==> src/rtl/sole_fp_pkg.sv <==
// Shared BF16/FP32 field widths, special-value encodings and per-lane flag/class enums
// for the BF16 squaring datapath.
package sole_fp_pkg;

  localparam int unsigned BF16_W     = 16;
  localparam int unsigned BF16_EXP_W = 8;
  localparam int unsigned BF16_MAN_W = 7;
  localparam int unsigned FP32_W     = 32;
  localparam int unsigned FP32_EXP_W = 8;
  localparam int unsigned FP32_MAN_W = 23;
  localparam int unsigned PROD_W     = 2 * (BF16_MAN_W + 1);
  localparam int unsigned FLAG_W     = 4;
  localparam int unsigned CLS_W      = 2;

  localparam logic [FP32_W-1:0] FP32_QNAN = 32'h7FC0_0000;
  localparam logic [FP32_W-1:0] FP32_PINF = 32'h7F80_0000;

  // Bit positions inside a lane's 4-bit flag nibble {nan, ovf, uf, zero}.
  typedef enum logic [1:0] {
    FlagZero = 2'd0,
    FlagUf   = 2'd1,
    FlagOvf  = 2'd2,
    FlagNan  = 2'd3
  } flag_idx_e;

  typedef enum logic [1:0] {
    ClsNorm = 2'd0,
    ClsZero = 2'd1,
    ClsInf  = 2'd2,
    ClsNan  = 2'd3
  } sq_cls_e;

endpackage

==> src/rtl/bf16_sq_lane.sv <==
// One BF16 squaring lane, split into a decode half (fields, exact product, class) and a finish
// half (exponent, result select, flags) so the parent can place a register between them.
module bf16_sq_lane
  import sole_fp_pkg::*;
(
  input  logic [BF16_W-1:0]     i_a,
  output logic [BF16_EXP_W-1:0] o_exp,
  output logic [PROD_W-1:0]     o_prod,
  output logic [CLS_W-1:0]      o_cls,
  input  logic [BF16_EXP_W-1:0] i_exp,
  input  logic [PROD_W-1:0]     i_prod,
  input  logic [CLS_W-1:0]      i_cls,
  output logic [FP32_W-1:0]     o_data,
  output logic [FLAG_W-1:0]     o_flags
);

  logic [BF16_EXP_W-1:0] w_exp;
  logic [BF16_MAN_W-1:0] w_man;
  logic [BF16_MAN_W:0]   w_sig;
  logic                  w_unused_sign;

  assign w_exp         = i_a[BF16_W-2:BF16_MAN_W];
  assign w_man         = i_a[BF16_MAN_W-1:0];
  assign w_sig         = {1'b1, w_man};
  assign w_unused_sign = i_a[BF16_W-1];
  assign o_exp         = w_exp;
  assign o_prod        = PROD_W'(w_sig) * PROD_W'(w_sig);

  always_comb begin
    if (w_exp == '1) begin
      o_cls = (w_man != '0) ? ClsNan : ClsInf;
    end else if (w_exp == '0) begin
      o_cls = ClsZero;
    end else begin
      o_cls = ClsNorm;
    end
  end

  logic                    w_inc;
  logic [FP32_MAN_W-1:0]   w_mant;
  logic signed [9:0]       w_er;

  assign w_inc  = i_prod[PROD_W-1];
  assign w_mant = w_inc ? {i_prod[PROD_W-2:0], 8'b0} : {i_prod[PROD_W-3:0], 9'b0};
  // 2E as a non-negative 10-bit value, then rebias; range -125..382 fits signed 10 bits.
  assign w_er   = $signed({1'b0, i_exp, 1'b0}) - 10'sd127 + $signed({9'b0, w_inc});

  always_comb begin
    o_data  = '0;
    o_flags = '0;
    unique case (i_cls)
      ClsNan: begin
        o_data           = FP32_QNAN;
        o_flags[FlagNan] = 1'b1;
      end
      ClsInf:  o_data = FP32_PINF;
      ClsZero: o_flags[FlagZero] = 1'b1;
      default: begin
        if (w_er >= 10'sd255) begin
          o_data           = FP32_PINF;
          o_flags[FlagOvf] = 1'b1;
        end else if (w_er <= 10'sd0) begin
          o_flags[FlagUf]   = 1'b1;
          o_flags[FlagZero] = 1'b1;
        end else begin
          o_data = {1'b0, w_er[FP32_EXP_W-1:0], w_mant};
        end
      end
    endcase
  end

endmodule

==> src/rtl/bf16_square_vec.sv <==
// Vector BF16 -> FP32 squaring unit: LANES lanes, 1- or 2-stage valid/ready pipeline and
// saturating overflow/underflow lane counters.
module bf16_square_vec
  import sole_fp_pkg::*;
#(
  parameter int unsigned LANES       = 4,
  parameter int unsigned PIPE_STAGES = 2,
  parameter int unsigned CNT_W       = 16
) (
  input  logic                    clk,
  input  logic                    rst,
  input  logic                    in_valid,
  output logic                    in_ready,
  input  logic [BF16_W*LANES-1:0] in_data,
  output logic                    out_valid,
  input  logic                    out_ready,
  output logic [FP32_W*LANES-1:0] out_data,
  output logic [FLAG_W*LANES-1:0] out_flags,
  input  logic                    cnt_clr,
  output logic [CNT_W-1:0]        ovf_cnt,
  output logic [CNT_W-1:0]        uf_cnt
);

  localparam int unsigned POP_W = $clog2(LANES + 1);

  logic [LANES-1:0][BF16_EXP_W-1:0] w_dec_exp, w_fin_exp;
  logic [LANES-1:0][PROD_W-1:0]     w_dec_prod, w_fin_prod;
  logic [LANES-1:0][CLS_W-1:0]      w_dec_cls, w_fin_cls;
  logic [FP32_W*LANES-1:0]          w_data;
  logic [FLAG_W*LANES-1:0]          w_flags;
  logic                             w_src_valid;
  logic                             w_ld_out;

  for (genvar g = 0; g < LANES; g++) begin : g_lane
    bf16_sq_lane u_lane (
      .i_a     (in_data[BF16_W*g +: BF16_W]),
      .o_exp   (w_dec_exp[g]),
      .o_prod  (w_dec_prod[g]),
      .o_cls   (w_dec_cls[g]),
      .i_exp   (w_fin_exp[g]),
      .i_prod  (w_fin_prod[g]),
      .i_cls   (w_fin_cls[g]),
      .o_data  (w_data[FP32_W*g +: FP32_W]),
      .o_flags (w_flags[FLAG_W*g +: FLAG_W])
    );
  end

  logic                     r_out_valid;
  logic [FP32_W*LANES-1:0]  r_out_data;
  logic [FLAG_W*LANES-1:0]  r_out_flags;

  assign w_ld_out = !r_out_valid || out_ready;

  if (PIPE_STAGES == 2) begin : g_s1
    logic                             r_v1;
    logic [LANES-1:0][BF16_EXP_W-1:0] r_exp;
    logic [LANES-1:0][PROD_W-1:0]     r_prod;
    logic [LANES-1:0][CLS_W-1:0]      r_cls;
    logic                             w_ld1;

    assign w_ld1 = !r_v1 || w_ld_out;

    always_ff @(posedge clk or posedge rst) begin
      if (rst) begin
        r_v1   <= 1'b0;
        r_exp  <= '0;
        r_prod <= '0;
        r_cls  <= '0;
      end else if (w_ld1) begin
        r_v1 <= in_valid;
        if (in_valid) begin
          r_exp  <= w_dec_exp;
          r_prod <= w_dec_prod;
          r_cls  <= w_dec_cls;
        end
      end
    end

    assign in_ready    = w_ld1;
    assign w_src_valid = r_v1;
    assign w_fin_exp   = r_exp;
    assign w_fin_prod  = r_prod;
    assign w_fin_cls   = r_cls;
  end else begin : g_s0
    assign in_ready    = w_ld_out;
    assign w_src_valid = in_valid;
    assign w_fin_exp   = w_dec_exp;
    assign w_fin_prod  = w_dec_prod;
    assign w_fin_cls   = w_dec_cls;
  end

  always_ff @(posedge clk or posedge rst) begin
    if (rst) begin
      r_out_valid <= 1'b0;
      r_out_data  <= '0;
      r_out_flags <= '0;
    end else if (w_ld_out) begin
      r_out_valid <= w_src_valid;
      if (w_src_valid) begin
        r_out_data  <= w_data;
        r_out_flags <= w_flags;
      end
    end
  end

  assign out_valid = r_out_valid;
  assign out_data  = r_out_data;
  assign out_flags = r_out_flags;

  logic [CNT_W-1:0] r_ovf_cnt, r_uf_cnt;
  logic [POP_W-1:0] w_ovf_pop, w_uf_pop;
  logic [CNT_W:0]   w_ovf_sum, w_uf_sum;

  always_comb begin
    w_ovf_pop = '0;
    w_uf_pop  = '0;
    for (int i = 0; i < LANES; i++) begin
      w_ovf_pop = w_ovf_pop + POP_W'(r_out_flags[FLAG_W*i + int'(FlagOvf)]);
      w_uf_pop  = w_uf_pop + POP_W'(r_out_flags[FLAG_W*i + int'(FlagUf)]);
    end
    w_ovf_sum = {1'b0, r_ovf_cnt} + (CNT_W+1)'(w_ovf_pop);
    w_uf_sum  = {1'b0, r_uf_cnt} + (CNT_W+1)'(w_uf_pop);
  end

  // A popcount never exceeds 2^CNT_W, so a carry out of the sum means saturate.
  always_ff @(posedge clk or posedge rst) begin
    if (rst) begin
      r_ovf_cnt <= '0;
      r_uf_cnt  <= '0;
    end else if (cnt_clr) begin
      r_ovf_cnt <= '0;
      r_uf_cnt  <= '0;
    end else if (r_out_valid && out_ready) begin
      r_ovf_cnt <= w_ovf_sum[CNT_W] ? '1 : w_ovf_sum[CNT_W-1:0];
      r_uf_cnt  <= w_uf_sum[CNT_W] ? '1 : w_uf_sum[CNT_W-1:0];
    end
  end

  assign ovf_cnt = r_ovf_cnt;
  assign uf_cnt  = r_uf_cnt;

endmodule
==> config.mk <==
export PLATFORM = sky130hd
export DESIGN_NAME = bf16_square_vec
export DESIGN_NICKNAME = d
export VERILOG_FILES = /design/src/rtl/sole_fp_pkg.sv /design/src/rtl/bf16_sq_lane.sv /design/src/rtl/bf16_square_vec.sv
export SDC_FILE = /design/constraint.sdc
export NUM_CORES = 1
export LEC_CHECK = 0
export BUFFER_PORTS_ARGS = -buffer_cell sky130_fd_sc_hd__buf_2
export CORE_ASPECT_RATIO = 0.75
export CORE_MARGIN = 2
export CORE_UTILIZATION = 55
export DETAILED_ROUTE_END_ITERATION = 6
export PLACE_DENSITY = 0.79
export SLEW_MARGIN = 10
export SYNTH_ARGS = -nofsm -noshare
export SYNTH_HDL_FRONTEND = slang
export SYNTH_HIERARCHICAL = 1
export SYNTH_SLANG_ARGS = --single-unit
==> constraint.sdc <==
create_clock -name clk -period 7.5 [get_ports clk]
set_input_delay 0 -clock clk [delete_from_list [all_inputs] [get_ports clk]]
set_output_delay 0 -clock clk [all_outputs]
set_load 0.01 [all_outputs]
==> impl_results.md, run 1 <==
- Die Footprint: 41,800 um^2
- Clock Tree Root: clkbuf_16
- Iter 0 DRT Violations: 1,139
- Static Leak: 0.0121 uW
- Req. time, crit path: 7940 ps
- First-pass GRT wire length: 83,800 um
- Setup TNS: 0 ps
- Drt pass-1 iters: 5
- Clock H-tree levels: 1
- Largest net degree at the start of global routing: 147
- Least-Margin Pin Slew: 1120 ps
- Maximum buffer depth of the clock tree: 3
- Initial Util: 0.558
- Vias per cell: 5.67
- Worst-Skew Late Latency: 590 ps
- Final Skew: 35.7 ps
- Most common cell after layout, fill and taps aside: dfrtp_1
- Synth cell types: 112
- Vias in the first global route: 16,311
- Tcrit/Tclk final: 0.611
- # rows: 63
- Initial antenna violation count: 5
- Clock-pin slew on the worst setup and hold paths: 60 ps
- Mapped Cells: 2,094
- Crit path largest cell delay: 560 ps
- Buf/Inv on CP: 5
- Remaining DRCs: 0
- Commonest non-fill, non-tap cells in the layout: dfrtp_1 (282), inv_1 (272), mux2_2 (249), buf_2 (242), ha_1 (154)
- Async S/R FF share, synth: 1.00
- IO Pins: 247
- Critical Path End Type: flop
- Post-synthesis register bit count: 282
- Synth warnings: 6
- Fmax: 0.218 GHz
- Sequential area share after synthesis: 0.320
- Crit path max-delay cell type: fa_1
- Slew headroom: 0.251
- Buffers on Ports: 242
- Peak supply drop: 0.195 mV
- Tot GR Track Use: 0.245
- Critical path peak fanout: 7
- Wire per inst: 18.0 um
- Hold Violations, Final: 0
- Setup-failing EPs final: 0
- Min cycle time layout: 4580 ps
- Cts repair resizes: 0
- Max cap viols: 0
- Post-Syn Area: 22,100 um^2
- Num CTS Buffers: 30
- Worst EP arrival: 5020 ps
- # nets final: 2,641
- PD cells: 314 nW/um^2
- Setup repair after global routing missed its margin: false
- Chip width: 235 um
- Finished Layout Cells: 2,855
- Die Ht: 177 um
- Worst min-delay path class: in -> reg
- Smallest hold slack: 39.8 ps
- Dpl hpwl: 38,700 um
- Vias: 16,176
- Mapped Avg Cell Area: 10.5 um^2
- Worst-path cell chain: dlygate4sd3_1, buf_2, inv_1, fa_1, xnor2_1, xnor2_1, fa_1, inv_1, fa_1, inv_1, ha_1, and3_1, a221oi_1, a21oi_1, a221oi_1, xor2_1, mux2_2
- Area grow syn2layout: 11.5%
- CTS tree: done
- Dominant synthesized flop cell: dfrtp_1
- Max-slew violations: 0
- Global route overflow: 0
- Layout cells sized above 1: 0.279
- Placed cell count: 2,755
- Worst setup SP type: input port
- Status: completed
- CTS sink cnt: 282
- Placer Congestion: 0.900
- Final wirelength: 51,400 um
- WS Path Type: in -> reg
- Post-route ant nets: 0
- EDFF count, synth: 0
- Core area: 39,600 um^2
- Cell family with most CP delay: adder cells
flip-flops by register name (all words and copies together) (netlist names):
register,cells
g_s1.r_cls,8
g_s1.r_exp,32
g_s1.r_prod,64
g_s1.r_v1,1
out_data,128
out_flags,16
out_valid,1
ovf_cnt,16
uf_cnt,16
what timing repair did:
action	4_1_cts	5_1_grt
hold endpoints to repair	116	0
hold buffers	41	0
setup buffers	0	0
per-layer routing:
metal	routed length (um)	vias to the layer above	track usage
met3	2900	93	0.0426
met4	1290	0	0.0645
met5	0	-	0
met2	24000	504	0.405
li1	-	7559	-
met1	23300	8020	0.336
kinds of logic (layout without fill, tap and decap cells):
| logic type | Yosys count | count (layout) | synth area share |
|---|---|---|---|
| xor gates and xnor gates | 99 | 99 | 0.0393 |
| AOI/OAI and AO/OA | 263 | 263 | 0.0903 |
| other | 4 | 54 | 0.000680 |
| adders and majority gates | 264 | 264 | 0.187 |
| buffers and inverters | 425 | 616 | 0.0934 |
| DFF | 282 | 282 | 0.320 |
| and+or+nand+nor | 448 | 448 | 0.115 |
| muxes | 309 | 309 | 0.154 |
final timing paths:
check	slack (ps)	cells after the start	end	from
max	2920	17	g_s1.r_prod[63]$_DFFE_PP0P_	in_data[48]
min in group asynchronous	220	4	out_data[69]$_DFFE_PP0P_	rst
min reg2reg	500	1	out_flags[15]$_DFFE_PP0P_	out_flags[15]$_DFFE_PP0P_
max reg2reg	3440	7	out_data[81]$_DFFE_PP0P_	g_s1.r_prod[47]$_DFFE_PP0P_
max in group asynchronous	5710	5	g_s1.r_prod[60]$_DFFE_PP0P_	rst
min	40	4	g_s1.r_prod[50]$_DFFE_PP0P_	in_data[49]
per-stage QoR:
step	area, um^2	util	setup WS [ps]	power (uW)
floorplan	22200	-	3510	5160
global placement	23100	0.585	3100	5940
detailed placement	23100	0.585	2910	6130
CTS	24600	0.622	3060	7760
global route	24600	0.622	2800	8310
finish	24600	0.622	2920	7740
Yosys cell counts, types with 11 or more instances:
master	count	area, um^2
a211oi_1	24	180
a21o_1	17	128
a21oi_1	50	250
a31oi_1	16	100
buf_2	22	110
buf_4	82	616
clkbuf_1	23	86.3
dfrtp_1	282	7060
fa_1	110	2200
ha_1	154	1930
inv_1	273	1020
mux2_2	249	2800
mux2i_1	60	601
nand2_1	79	297
nand3_1	31	155
nand4_1	28	175
nor2_1	116	435
nor3_1	38	190
nor3_2	12	120
nor4_1	22	138
nor4_2	11	138
o21ai_0	32	160
o31ai_1	20	150
or2_2	19	119
xnor2_1	69	604
xor2_1	30	263
where the power goes:
part           internal, uW  switching [uW]
registers              1970             409
logic                  1800            1980
clock network           925             651
total                  4700            3040
layout make-up:
class,count,area [um^2]
inverters,273,1030
clock buffers,38,831
multi-input cells,1431,13100
repair buffers,290,1690
flip-flops and latches,282,7060
diodes,6,15.0
fillers,3094,15000
clock inverters,15,218
well taps,520,651
tightest hold or removal path: stages:
cell    delay, ps
buf_2         130
inv_1         160
nor2_1        130
mux2_2        140
Note: power is estimated with default switching activity, not from simulation.
==> run 2, diff against run 1 <==
- CORE_UTILIZATION: 55 -> 61
- PLACE_DENSITY: 0.79 -> 0.83
- clock period: 7.5 -> 4.6 ns (I/O delays scaled with it)
==> run 2 against run 1 <==
Clock power is 63% higher; sequential share of layout area about the same; die area is 9.6% lower; sequential power rose by 62%; first-iteration DRC count grew 31%; flip-flop and latch count is the same; global-route usage grew 2.5 points; critical endpoint unchanged.
==> impl_results.md, run 2 (same netlist as run 1, synthesis figures left out) <==
- Static Leak: 0.0121 uW
- CTS sink cnt: 282
- Hold Violations, Final: 0
- Chip width: 224 um
- Max cap viols: 0
- Iter 0 DRT Violations: 1,492
- Vias per cell: 5.80
- Crit path largest cell delay: 540 ps
- Most common cell after layout, fill and taps aside: dfrtp_1
- Worst-Skew Late Latency: 580 ps
- Tcrit/Tclk final: 0.942
- PD cells: 516 nW/um^2
- Die Footprint: 37,700 um^2
- Die Ht: 169 um
- Largest net degree at the start of global routing: 100
- Global route overflow: 0
- Slew headroom: 0.290
- Buf/Inv on CP: 5
- Final Skew: 24.1 ps
- Drt pass-1 iters: 5
- Reg-to-reg endpoint: out_data[42]$_DFFE_PP0P_
- Layout cells sized above 1: 0.281
- Commonest non-fill, non-tap cells in the layout: dfrtp_1 (282), inv_1 (272), mux2_2 (249), buf_2 (242), ha_1 (154)
- Post-CTS setup buffers: 0
- Fmax: 0.231 GHz
- Clock Tree Root: clkbuf_16
- Critical Path End Type: flop
- Cell family with most CP delay: adder cells
- Req. time, crit path: 5050 ps
- Core area: 35,700 um^2
- Hold EP: g_s1.r_cls[6]$_DFFE_PP0P_
- Peak supply drop: 0.272 mV
- Clock-pin slew on the worst setup and hold paths: 60 ps
- Worst setup SP type: input port
- # rows: 60
- Min-delay src: in_data[50]
- Setup TNS: 0 ps
- WS Path Type: in -> reg
- Crit path max-delay cell type: dlygate4sd3_1
- Remaining DRCs: 0
- Initial Util: 0.618
- Final wirelength: 50,900 um
- IO Pins: 247
- Num CTS Buffers: 29
- Area grow syn2layout: 11.5%
- Initial antenna violation count: 3
- Max-slew violations: 0
- Vias in the first global route: 16,389
- Finished Layout Cells: 2,803
- Dpl hpwl: 38,300 um
- Post-route ant nets: 0
- Status: completed
- Vias: 16,262
- Worst-path cell chain: dlygate4sd3_1, buf_2, inv_1, fa_1, xnor2_1, xnor2_1, fa_1, inv_1, fa_1, inv_1, ha_1, and3_1, a221oi_1, a21oi_1, a221oi_1, xor2_1, mux2_2
- Placed cell count: 2,704
- Worst EP arrival: 4780 ps
- CTS tree: done
- Tot GR Track Use: 0.270
- Cts repair resizes: 0
- Max reg flops: 128
- Setup repair after global routing missed its margin: false
- Clock H-tree levels: 1
- Least-Margin Pin Slew: 1060 ps
- Buffers on Ports: 242
- Critical path peak fanout: 7
- Worst min-delay path class: in -> reg
- Register-to-register setup slack: 1210 ps
- Wire per inst: 18.2 um
- Placer Congestion: 0.923
- Path depth of the worst reg2reg path: 7
- # nets final: 2,645
- Min cycle time layout: 4330 ps
- Hold Crit Depth: 5
- Setup-failing EPs final: 0
- Final Core Density: 0.688
- First-pass GRT wire length: 83,800 um
- Maximum buffer depth of the clock tree: 3
- R2r startpoint: g_s1.r_prod[31]$_DFFE_PP0P_
run 2: worst max path at each step:
stage                startpoint                          end  slack (ps)  cells after the start
floorplan           in_data[49]  g_s1.r_prod[63]$_DFFE_PP0P_         610                     15
global placement    in_data[51]  g_s1.r_prod[63]$_DFFE_PP0P_         310                     16
detailed placement  in_data[52]  g_s1.r_prod[63]$_DFFE_PP0P_         180                     18
CTS                 in_data[48]  g_s1.r_prod[63]$_DFFE_PP0P_         360                     17
global route        in_data[48]  g_s1.r_prod[63]$_DFFE_PP0P_          30                     17
finish              in_data[48]  g_s1.r_prod[63]$_DFFE_PP0P_         270                     17
run 2: tightest hold or removal path, stage by stage:
cell and delay [ps]:
buf_2 110, nor4_1 60, nand4_1 110, a22o_1 150, mux2_2 140
run 2: metrics by stage:
stage	hold slack, ps	total power [uW]	worst slack, ps	instance area [um^2]
after floorplan	108	8420	612	22200
after global placement	2.23	9700	312	23100
after detailed placement	8.82	10000	180	23100
after CTS	18.7	12700	365	24600
after global routing	57.3	13600	25.3	24600
final	40.5	12700	266	24600
run 2: cell type report:
| type | instances | area, um^2 |
|---|---|---|
| Fill cell | 2626 | 11100 |
| Clock inverter | 19 | 254 |
| Antenna cell | 3 | 7.51 |
| Tap cell | 465 | 582 |
| Inverter | 273 | 1030 |
| Multi-Input combinational cell | 1431 | 13100 |
| Sequential cell | 282 | 7060 |
| Timing Repair Buffer | 295 | 1750 |
| Clock buffer | 35 | 788 |
run 2: report_power, final:
group / leakage, uW / switching, uW / internal [uW] / total [uW]
Combinational: 0.00815 / 3330 / 2940 / 6260
Sequential: 0.00349 / 645 / 3220 / 3860
Clock: 0.000498 / 1060 / 1510 / 2570
Total: 0.0121 / 5030 / 7670 / 12700
run 2: repair_timing:
action,CTS,global route
endpoints found under the hold margin,162,0
hold buffers,42,0
endpoints found under the setup margin,0,0
run 2: metal layers:
layer,global-route usage,part of all wire,vias to the layer above
met5,0,0,-
li1,-,-,7539
met3,0.0432,0.062,89
met4,0.0704,0.026,0
met2,0.427,0.46,560
met1,0.392,0.45,8074
